File: src/rtl/lsu_stage.sv
// Load/store stage: takes one instruction from EX, issues at most one aligned
// doubleword memory access, and hands a single result to write-back.
module lsu_stage (
  input  logic        clk,
  input  logic        rst,
  input  logic        ex_valid,
  output logic        ls_ready,
  input  logic [3:0]  mem_op,
  input  logic [4:0]  rd_addr,
  input  logic [63:0] exu_res,
  input  logic [63:0] store_data,
  output logic        mem_req_valid,
  input  logic        mem_req_ready,
  output logic [63:0] mem_addr,
  output logic        mem_wen,
  output logic [63:0] mem_wdata,
  output logic [7:0]  mem_wstrb,
  input  logic        mem_rsp_valid,
  input  logic [63:0] mem_rdata,
  output logic        ls_valid,
  input  logic        wb_ready,
  output logic [63:0] ls_res,
  output logic [4:0]  ls_rd_addr,
  output logic        ls_misalign
);

  typedef enum logic [1:0] {StIdle, StReq, StWait, StDone} state_e;

  // Access size code: 0 byte, 1 half, 2 word, 3 doubleword.
  function automatic logic [1:0] op_size(input logic [3:0] op);
    logic [1:0] s;
    s = 2'd0;
    case (op)
      4'd2, 4'd6, 4'd9:  s = 2'd1;
      4'd3, 4'd7, 4'd10: s = 2'd2;
      4'd4, 4'd11:       s = 2'd3;
      default:           s = 2'd0;
    endcase
    return s;
  endfunction

  function automatic logic op_is_load(input logic [3:0] op);
    return (op != 4'd0) && !op[3];
  endfunction

  function automatic logic op_is_store(input logic [3:0] op);
    return op[3] && !op[2];
  endfunction

  // LB/LH/LW/LD sign-extend; the unsigned loads and everything else do not.
  function automatic logic op_sext(input logic [3:0] op);
    return (op != 4'd0) && (op <= 4'd4);
  endfunction

  function automatic logic is_misaligned(input logic [1:0] size, input logic [2:0] off);
    logic m;
    m = 1'b0;
    case (size)
      2'd1:    m = off[0];
      2'd2:    m = |off[1:0];
      2'd3:    m = |off;
      default: m = 1'b0;
    endcase
    return m;
  endfunction

  state_e      state_q, state_d;
  logic [3:0]  op_q, op_d;
  logic [4:0]  rd_q, rd_d;
  logic [63:0] exu_q, exu_d;
  logic [63:0] sdata_q, sdata_d;
  logic [63:0] res_q, res_d;
  logic        mis_q, mis_d;

  logic [2:0]  off_q;
  logic [1:0]  size_q;
  logic [63:0] rdata_sh;
  logic [63:0] load_val;
  logic [7:0]  size_mask;
  logic        in_mem;

  assign off_q  = exu_q[2:0];
  assign size_q = op_size(op_q);
  assign in_mem = op_is_load(mem_op) || op_is_store(mem_op);

  // Align the addressed bytes to bit 0 and extend to 64 bits.
  always_comb begin
    rdata_sh = mem_rdata >> {off_q, 3'b000};
    load_val = '0;
    case (size_q)
      2'd0:    load_val = {{56{op_sext(op_q) & rdata_sh[7]}}, rdata_sh[7:0]};
      2'd1:    load_val = {{48{op_sext(op_q) & rdata_sh[15]}}, rdata_sh[15:0]};
      2'd2:    load_val = {{32{op_sext(op_q) & rdata_sh[31]}}, rdata_sh[31:0]};
      default: load_val = rdata_sh;
    endcase
  end

  // Memory request fields, derived from the latched instruction so they stay stable in StReq.
  always_comb begin
    size_mask = 8'h01;
    case (size_q)
      2'd1:    size_mask = 8'h03;
      2'd2:    size_mask = 8'h0F;
      2'd3:    size_mask = 8'hFF;
      default: size_mask = 8'h01;
    endcase
    mem_req_valid = (state_q == StReq);
    mem_addr      = {exu_q[63:3], 3'b000};
    mem_wdata     = sdata_q << {off_q, 3'b000};
    mem_wen       = (state_q == StReq) && op_is_store(op_q);
    mem_wstrb     = mem_wen ? (size_mask << off_q) : 8'h00;
    ls_ready      = (state_q == StIdle);
    ls_valid      = (state_q == StDone);
    ls_res        = res_q;
    ls_rd_addr    = rd_q;
    ls_misalign   = mis_q;
  end

  // Next-state logic: accept, request, wait for response, present result.
  always_comb begin
    state_d = state_q;
    op_d    = op_q;
    rd_d    = rd_q;
    exu_d   = exu_q;
    sdata_d = sdata_q;
    res_d   = res_q;
    mis_d   = mis_q;
    unique case (state_q)
      StIdle: begin
        if (ex_valid) begin
          op_d    = mem_op;
          rd_d    = rd_addr;
          exu_d   = exu_res;
          sdata_d = store_data;
          if (!in_mem) begin
            res_d   = exu_res;
            mis_d   = 1'b0;
            state_d = StDone;
          end else if (is_misaligned(op_size(mem_op), exu_res[2:0])) begin
            res_d   = '0;
            mis_d   = 1'b1;
            state_d = StDone;
          end else begin
            mis_d   = 1'b0;
            state_d = StReq;
          end
        end
      end
      StReq: begin
        if (mem_req_ready) state_d = StWait;
      end
      StWait: begin
        // Stores use the response purely as a write acknowledge.
        if (mem_rsp_valid) begin
          res_d   = op_is_load(op_q) ? load_val : '0;
          state_d = StDone;
        end
      end
      StDone: begin
        if (wb_ready) state_d = StIdle;
      end
      default: state_d = StIdle;
    endcase
  end

  // State and latched-instruction registers.
  always_ff @(posedge clk or posedge rst) begin
    if (rst) begin
      state_q <= StIdle;
      op_q    <= '0;
      rd_q    <= '0;
      exu_q   <= '0;
      sdata_q <= '0;
      res_q   <= '0;
      mis_q   <= 1'b0;
    end else begin
      state_q <= state_d;
      op_q    <= op_d;
      rd_q    <= rd_d;
      exu_q   <= exu_d;
      sdata_q <= sdata_d;
      res_q   <= res_d;
      mis_q   <= mis_d;
    end
  end

endmodule

File: config.mk
export PLATFORM = sky130hd
export DESIGN_NAME = lsu_stage
export DESIGN_NICKNAME = d
export VERILOG_FILES = /design/src/rtl/lsu_stage.sv
export SDC_FILE = /design/constraint.sdc
export NUM_CORES = 1
export LEC_CHECK = 0
export BUFFER_PORTS_ARGS = -buffer_cell sky130_fd_sc_hd__buf_2
export CAP_MARGIN = 20
export CORE_AREA = 3 3 163 165
export DETAILED_ROUTE_END_ITERATION = 7
export DIE_AREA = 0 0 166 168
export PLACE_DENSITY = 0.78
export SYNTH_ARGS = -nofsm -noshare
export SYNTH_HDL_FRONTEND = slang
export SYNTH_SLANG_ARGS = --single-unit
File: constraint.sdc
create_clock -name clk -period 16.25 [get_ports clk]
set_input_delay 3.25 -clock clk [delete_from_list [all_inputs] [get_ports clk]]
set_output_delay 3.25 -clock clk [all_outputs]
set_load 0.02 [all_outputs]
==> flow_summary.json, run 1 <==
{
  "cts_root_buffer": "clkbuf_16",
  "irDropWorstVdd_uv": 154.0,
  "maxCapViolCount": 0,
  "yosysTopAreaCellShare_pct": 37.93,
  "max_slew_margin_pct": 23.59,
  "worst_clock_skew_ns": 0.01692,
  "synth_area_leaders": "dfrtp_1, mux2_2, mux4_2",
  "holdWs_ns": 0.5011,
  "synth_area_leader_cell": "dfrtp_1",
  "htreeDepth": 1,
  "fp.dieW_um": 166,
  "drive_gt1_share_pct": 46.28,
  "synth_top_family_by_area": "multiplexers",
  "cts-resized-gates": 0,
  "cts_sinks": 204,
  "max_freq_mhz": 139.1,
  "grt_pass1_wl_um": 71200,
  "tritoncts": "yes",
  "synth_ff_type": "dfrtp_1",
  "finalSetupViolCount": 0,
  "synth_cell_type_count": 57,
  "yosysWarnings": 0,
  "critical_path_class": "reg -> out",
  "placement_rows": 58,
  "path_buf_inv": 3,
  "critical-path-slowest-cell": "dfrtp_4",
  "num_vias": 12070,
  "drt-initial-drc-count": 1115,
  "gp_congestion": 0.9387,
  "clk_path_buf_depth": 3,
  "finalHoldViolCount": 0,
  "ant_nets": 0,
  "synth_compound_area_share_pct": 16.79,
  "tightest_slew_ns": 1.146,
  "path_cells": "buf_4 > inv_1 > o21ai_0 > a21oi_1 > nor3_1 > buf_2",
  "routed_wl_um": 47020,
  "final_cell_mix": "buf_2, dfrtp_1, mux2_2",
  "hold_buffers": 0,
  "cp_data_required_time_ns": 13.00,
  "clockPowerShare_pct": 12.9,
  "drc": 0,
  "vias_per_cell": 6.137,
  "first_pass_iters": 5,
  "grt_max_degree": 128,
  "clock_latency_ns": 0.52,
  "clkTransAtPathRegs_ns": 0.06,
  "critPathLaunchType": "flip-flop",
  "first_global_vias": 12050,
  "async_flop_share_pct": 100.0,
  "cts_made_buffers": 23,
  "run_status": "completed",
  "power_frac_comb_pct": 62.0,
  "ioPinCount": 417,
  "cp-end-kind": "primary output",
  "synth_xor_area_share_pct": 0,
  "dp_hpwl_um": 35170,
  "synth_cells": 1330,
  "sequentialPowerShare_pct": 25.1,
  "die_area_um2": 27890,
  "final_common_cell": "buf_2",
  "p_per_area_nw_per_um2": 244.2,
  "p_sw_mw": 1.932,
  "p_int_mw": 1.957,
  "period_share_pct": 44.23,
  "n_fill_cell": 2091,
  "grt_usage_pct": 32.24,
  "max_stage_delay_ns": 1.00,
  "area.growth.synth_to_final_pct": 18.35,
  "avgSynthCellArea_um2": 10.12,
  "min_period_ns": 7.188,
  "rsz0062_at_grt": "false",
  "arrival_ns": 3.94,
  "ys_ff_latch": 204,
  "grt-ovfl-total": 0,
  "report.final.slew_viol_count": 0,
  "avgRoutedWirePerCell_um": 23.92,
  "synth_adder_area_share_pct": 0.9296,
  "antenna_found_initial": 11,
  "tns_ns": 0,
  "crit_path_max_fanout": 74,
  "ys_seq_area_share_pct": 37.93,
  "initial_utilization_pct": 53.45,
  "nets": 1829,
  "cts_setup_buffers": 0,
  "die_h_um": 168,
  "synth_edf_count": 0,
  "netlist_area_um2": 13460,
  "core_area_um2": 25180,
  "crit_family": "buffers and inverters",
  "portBuffers": 413,
  "r2r_slack_ns": 11.98,
  "yosys.area_share.simple_pct": 10.01,
  "sw_frac_of_total_pct": 49.68,
  "hp-class": "reg -> reg",
  "leakage_nw": 7.248,
  "synth.area.mux_share_pct": 25.20
}
## final timing paths
path | start | to | depth (start not counted)
max | exu_q[0] | mem_wstrb[2] | 6
min | exu_q[48] | exu_q[48] | 1
max reg2reg | exu_q[0] | ls_res[62] | 8
min reg2reg | exu_q[48] | exu_q[48] | 1
max in group asynchronous | rst | exu_q[59] | 4
min in group asynchronous | rst | ls_res[4] | 2
## area by class of cell
| type | instances | area [µm²] | area share, % |
|---|---|---|---|
| diodes | 9 | 22.52 | 0.1414 |
| well taps | 330 | 412.9 | 2.592 |
| multi-input cells | 891 | 7182 | 45.09 |
| clock inverters | 6 | 40.04 | 0.2514 |
| repair buffers | 437 | 2267 | 14.23 |
| flip-flops and latches | 204 | 5114 | 32.10 |
| inverters | 55 | 214.0 | 1.343 |
| clock buffers | 34 | 676.9 | 4.249 |
## registers in the layout, indices dropped and copies added (netlist names)
signal and count:
exu_q 64, ls_res 64, sdata_q 64, ls_rd_addr 5, op_q 4, state_q 2, ls_misalign 1
## per-stage QoR
step / setup slack [ns] / utilization (%) / power (mW) / std cells / area [µm²]
detailed placement: 9.553 / 60.21 / 3.370 / 1916 / 15160
CTS: 8.983 / 63.06 / 3.883 / 1956 / 15880
global route: 8.770 / 63.25 / 4.119 / 1965 / 15930
floorplan: 7.433 / - / 2.753 / 1332 / 13470
finish: 9.062 / 63.26 / 3.889 / 1966 / 15930
global placement: 9.636 / 60.21 / 3.322 / 1916 / 15160
## kinds of logic (layout without fill, tap and decap cells)
| group | count (synthesis) | count (layout) |
|---|---|---|
| AO/OA/AOI/OAI | 299 | 299 |
| adder cells (fa/ha/maj) | 10 | 10 |
| buffers and inverters | 237 | 532 |
| flip-flops | 204 | 204 |
| multiplexers | 277 | 277 |
| other | 1 | 12 |
| AND/OR/NAND/NOR | 302 | 302 |
## power by group through the flow
stage | clock network, mW | registers, mW | logic, mW
global route | 0.533 | 1.01 | 2.58
CTS | 0.509 | 0.973 | 2.40
global placement | 0 | 0.967 | 2.36
floorplan | 0 | 0.953 | 1.80
detailed placement | 0 | 0.979 | 2.39
finish | 0.502 | 0.977 | 2.41
## synthesized netlist by cell type, drive strengths merged, types with 2 or more instances
cell type,number
dfrtp,204
mux2,189
nand2,133
buf,117
nor2,86
clkbuf,65
a21oi,64
mux2i,58
o21ai,57
inv,55
o221ai,40
mux4,30
o2111ai,25
a31oi,24
and2,20
nand3,17
nor3,16
a22oi,15
o211ai,15
ha,10
o22ai,10
a221oi,9
o31ai,9
a2bb2oi,8
nor2b,8
o32ai,8
or2,8
a211oi,4
nor3b,4
nand2b,3
nor4,3
a32oi,2
o2bb2ai,2
or3,2
or3b,2
## per-layer routing
metal  part of all wire (%)  track usage (%)
met5                  0.066                0
met1                     38            39.65
met2                     49            55.89
met4                    3.9            11.50
met3                    8.6            7.560
Power figures use the tool's default switching activity.
==> run 2, diff against run 1 <==
Settings changed: ABC_AREA from default to 1, CORE_AREA 3 3 163 165 to default, CORE_MARGIN from default to 3, CORE_UTILIZATION from default to 52, DIE_AREA 0 0 166 168 to default, PLACE_DENSITY 0.78 to 0.77.
Clock period 16.25 ns to 7.4 ns, I/O delays scaled along.
==> run 2 against run 1 <==
  * Combinational power rose by 110%
  * Count of clock-buffer cells in the layout down 2
  * Sequential share of layout area increased by 1.1 points
  * Critical path type unchanged
  * Largest power group unchanged
  * Highest routed layer unchanged
==> flow_summary.json, run 2 <==
{
  "report.final.slew_viol_count": 0,
  "cp-end-kind": "primary output",
  "area.growth.synth_to_final_pct": 16.80,
  "clkTransAtPathRegs_ns": 0.06,
  "first_global_vias": 12720,
  "placement_rows": 57,
  "grt_max_degree": 131,
  "cts_sinks": 204,
  "max_freq_mhz": 196.4,
  "reg2reg_depth": 9,
  "die_area_um2": 27330,
  "path_buf_inv": 2,
  "clock_latency_ns": 0.52,
  "n_fill_cell": 2420,
  "critical_path_class": "reg -> out",
  "core_area_um2": 24600,
  "finalHoldViolCount": 0,
  "irDropWorstVdd_uv": 357.8,
  "synth.area.mux_share_pct": 1.214,
  "yosys.area_share.simple_pct": 31.81,
  "cts-resized-gates": 0,
  "cts_made_buffers": 23,
  "crit_family": "buffers and inverters",
  "ys_ff_latch": 204,
  "portBuffers": 413,
  "worst_clock_skew_ns": 0.01434,
  "synth_ff_type": "dfrtp_1",
  "synth_area_leaders": "dfrtp_1, nand2_1, o21ai_0",
  "max_slew_margin_pct": 28.47,
  "synth_top_family_by_area": "simple AND/OR/NAND/NOR gates",
  "grt_pass1_wl_um": 71780,
  "first_pass_iters": 6,
  "drc": 0,
  "run_status": "completed",
  "p_per_area_nw_per_um2": 546.0,
  "min_period_ns": 5.091,
  "synth_cell_type_count": 37,
  "hold_buffers": 0,
  "synth_area_leader_cell": "dfrtp_1",
  "max_stage_delay_ns": 0.89,
  "avgRoutedWirePerCell_um": 18.90,
  "clk_path_buf_depth": 3,
  "path_cells": "buf_4 > o21ai_0 > nand2_1 > o21ai_0 > o21ai_0 > buf_2",
  "r2r-start": "exu_q[1]",
  "leakage_nw": 8.500,
  "hp-class": "reg -> reg",
  "r2r_slack_ns": 3.71,
  "critPathLaunchType": "flip-flop",
  "critical_path_depth": 6,
  "avgSynthCellArea_um2": 6.688,
  "num_vias": 14070,
  "ant_nets": 0,
  "fp.dieW_um": 165.3,
  "nets": 2447,
  "grt-ovfl-total": 0,
  "synth_adder_area_share_pct": 0.9481,
  "antenna_found_initial": 14,
  "htreeDepth": 1,
  "tns_ns": 0,
  "cpMostUsedCell": "o21ai_0",
  "final_common_cell": "nand2_1",
  "synth_xor_area_share_pct": 0,
  "gp_congestion": 1.013,
  "arrival_ns": 3.61,
  "routed_wl_um": 48770,
  "critical-path-slowest-cell": "buf_4",
  "synth_compound_area_share_pct": 14.51,
  "netlist_area_um2": 13200,
  "startpoint": "exu_q[0]",
  "period_share_pct": 68.79,
  "rsz0062_at_grt": "false",
  "dp_hpwl_um": 36170,
  "cts_root_buffer": "clkbuf_16",
  "yosysMostFrequentCell": "nand2_1",
  "ys_seq_area_share_pct": 38.68,
  "finalSetupViolCount": 0,
  "crit_path_end": "mem_wdata[63]",
  "crit_path_max_fanout": 104,
  "yosysWarnings": 0,
  "drt-initial-drc-count": 1505,
  "yosysTopAreaCellShare_pct": 38.68,
  "synth_cells": 1973,
  "cts_setup_buffers": 0,
  "finalPower_mw": 8.416,
  "yosys-top-cells-count": "nand2_1, nor2_1, o21ai_0, dfrtp_1, inv_1",
  "drive_gt1_share_pct": 22.64,
  "vias_per_cell": 5.453,
  "tightest_slew_ns": 1.073,
  "async_flop_share_pct": 100.0,
  "final_cell_mix": "nand2_1, buf_2, nor2_1",
  "tritoncts": "yes",
  "cp_data_required_time_ns": 5.92,
  "ioPinCount": 417,
  "synth_edf_count": 0,
  "grt_usage_pct": 33.97,
  "initial_utilization_pct": 53.63,
  "die_h_um": 165.3,
  "r2r-end": "ls_res[49]",
  "maxCapViolCount": 0
}
==> run 2: cell count changes after synthesis, sizes merged, moves of 31 or more <==
cell	change
mux2	-189
buf	+31
a21oi	+38
nor2	+156
mux2i	-42
o21ai	+170
nand2	+541
o221ai	-39
inv	+86
nand3	+103
==> run 2: kinds of logic after synthesis <==
family / count (synthesis)
and+or+nand+nor: 1044
AOI/OAI and AO/OA: 361
buffers and inverters: 337
DFF: 204
muxes: 16
adders and majority gates: 10
other: 1
==> run 2: worst min-delay path by stage <==
| stage | startpoint | end | slack, ns | cells past startpoint |
|---|---|---|---|---|
| CTS | ls_rd_addr[4] | ls_rd_addr[4] | 0.48 | 2 |
| global placement | exu_q[27] | exu_q[27] | 0.46 | 2 |
| detailed placement | ls_rd_addr[1] | ls_rd_addr[1] | 0.46 | 2 |
| finish | ls_rd_addr[4] | ls_rd_addr[4] | 0.47 | 2 |
| global route | ls_rd_addr[4] | ls_rd_addr[4] | 0.49 | 2 |
| floorplan | sdata_q[56] | sdata_q[56] | 0.45 | 2 |
==> run 2: final cells by class <==
class	instances	area (µm²)	area share (%)
diodes	13	32.53	0.2111
clock buffers	32	679.4	4.408
clock inverters	7	45.04	0.2922
inverters	142	544.3	3.531
multi-input cells	1434	6424	41.68
flip-flops and latches	204	5114	33.18
well taps	324	405.4	2.630
repair buffers	425	2170	14.08
==> run 2: power breakdown <==
part           internal (mW)  total, mW  leakage (nW)  switching (mW)
Sequential              1.67       2.15          2.52           0.475
Clock                  0.639       1.11         0.366           0.469
Combinational           1.53       5.16          5.62            3.63
Total                   3.84       8.42          8.50            4.57
==> run 2: worst min-delay path, stage by stage (launching register included) <==
cell and delay (ns):
dfrtp_1 0.34, nand2_1 0.05, nand2_1 0.05
==> run 2: layer usage <==
| layer | vias to the layer above | wire length (µm) | share of wire (%) | global-route usage [%] |
|---|---|---|---|---|
| met5 | - | 79 | 0.16 | 0 |
| met4 | 12 | 1668 | 3.4 | 12.21 |
| li1 | 6708 | - | - | - |
| met2 | 739 | 22370 | 46 | 53.93 |
| met1 | 6518 | 19650 | 40 | 45.67 |
| met3 | 96 | 5011 | 10 | 7.782 |
==> run 2: stage by stage <==
step	hold WS [ns]	area [µm²]	utilization, %	cells	setup WS [ns]
3_3_place_gp	0.4557	14640	59.49	2528	2.954
4_1_cts	0.4768	15360	62.43	2567	2.430
3_5_place_dp	0.4595	14640	59.49	2528	2.986
5_1_grt	0.4949	15400	62.59	2576	2.158
6_report	0.4740	15410	62.64	2581	2.309
2_1_floorplan	0.4492	13200	-	1975	0.3526
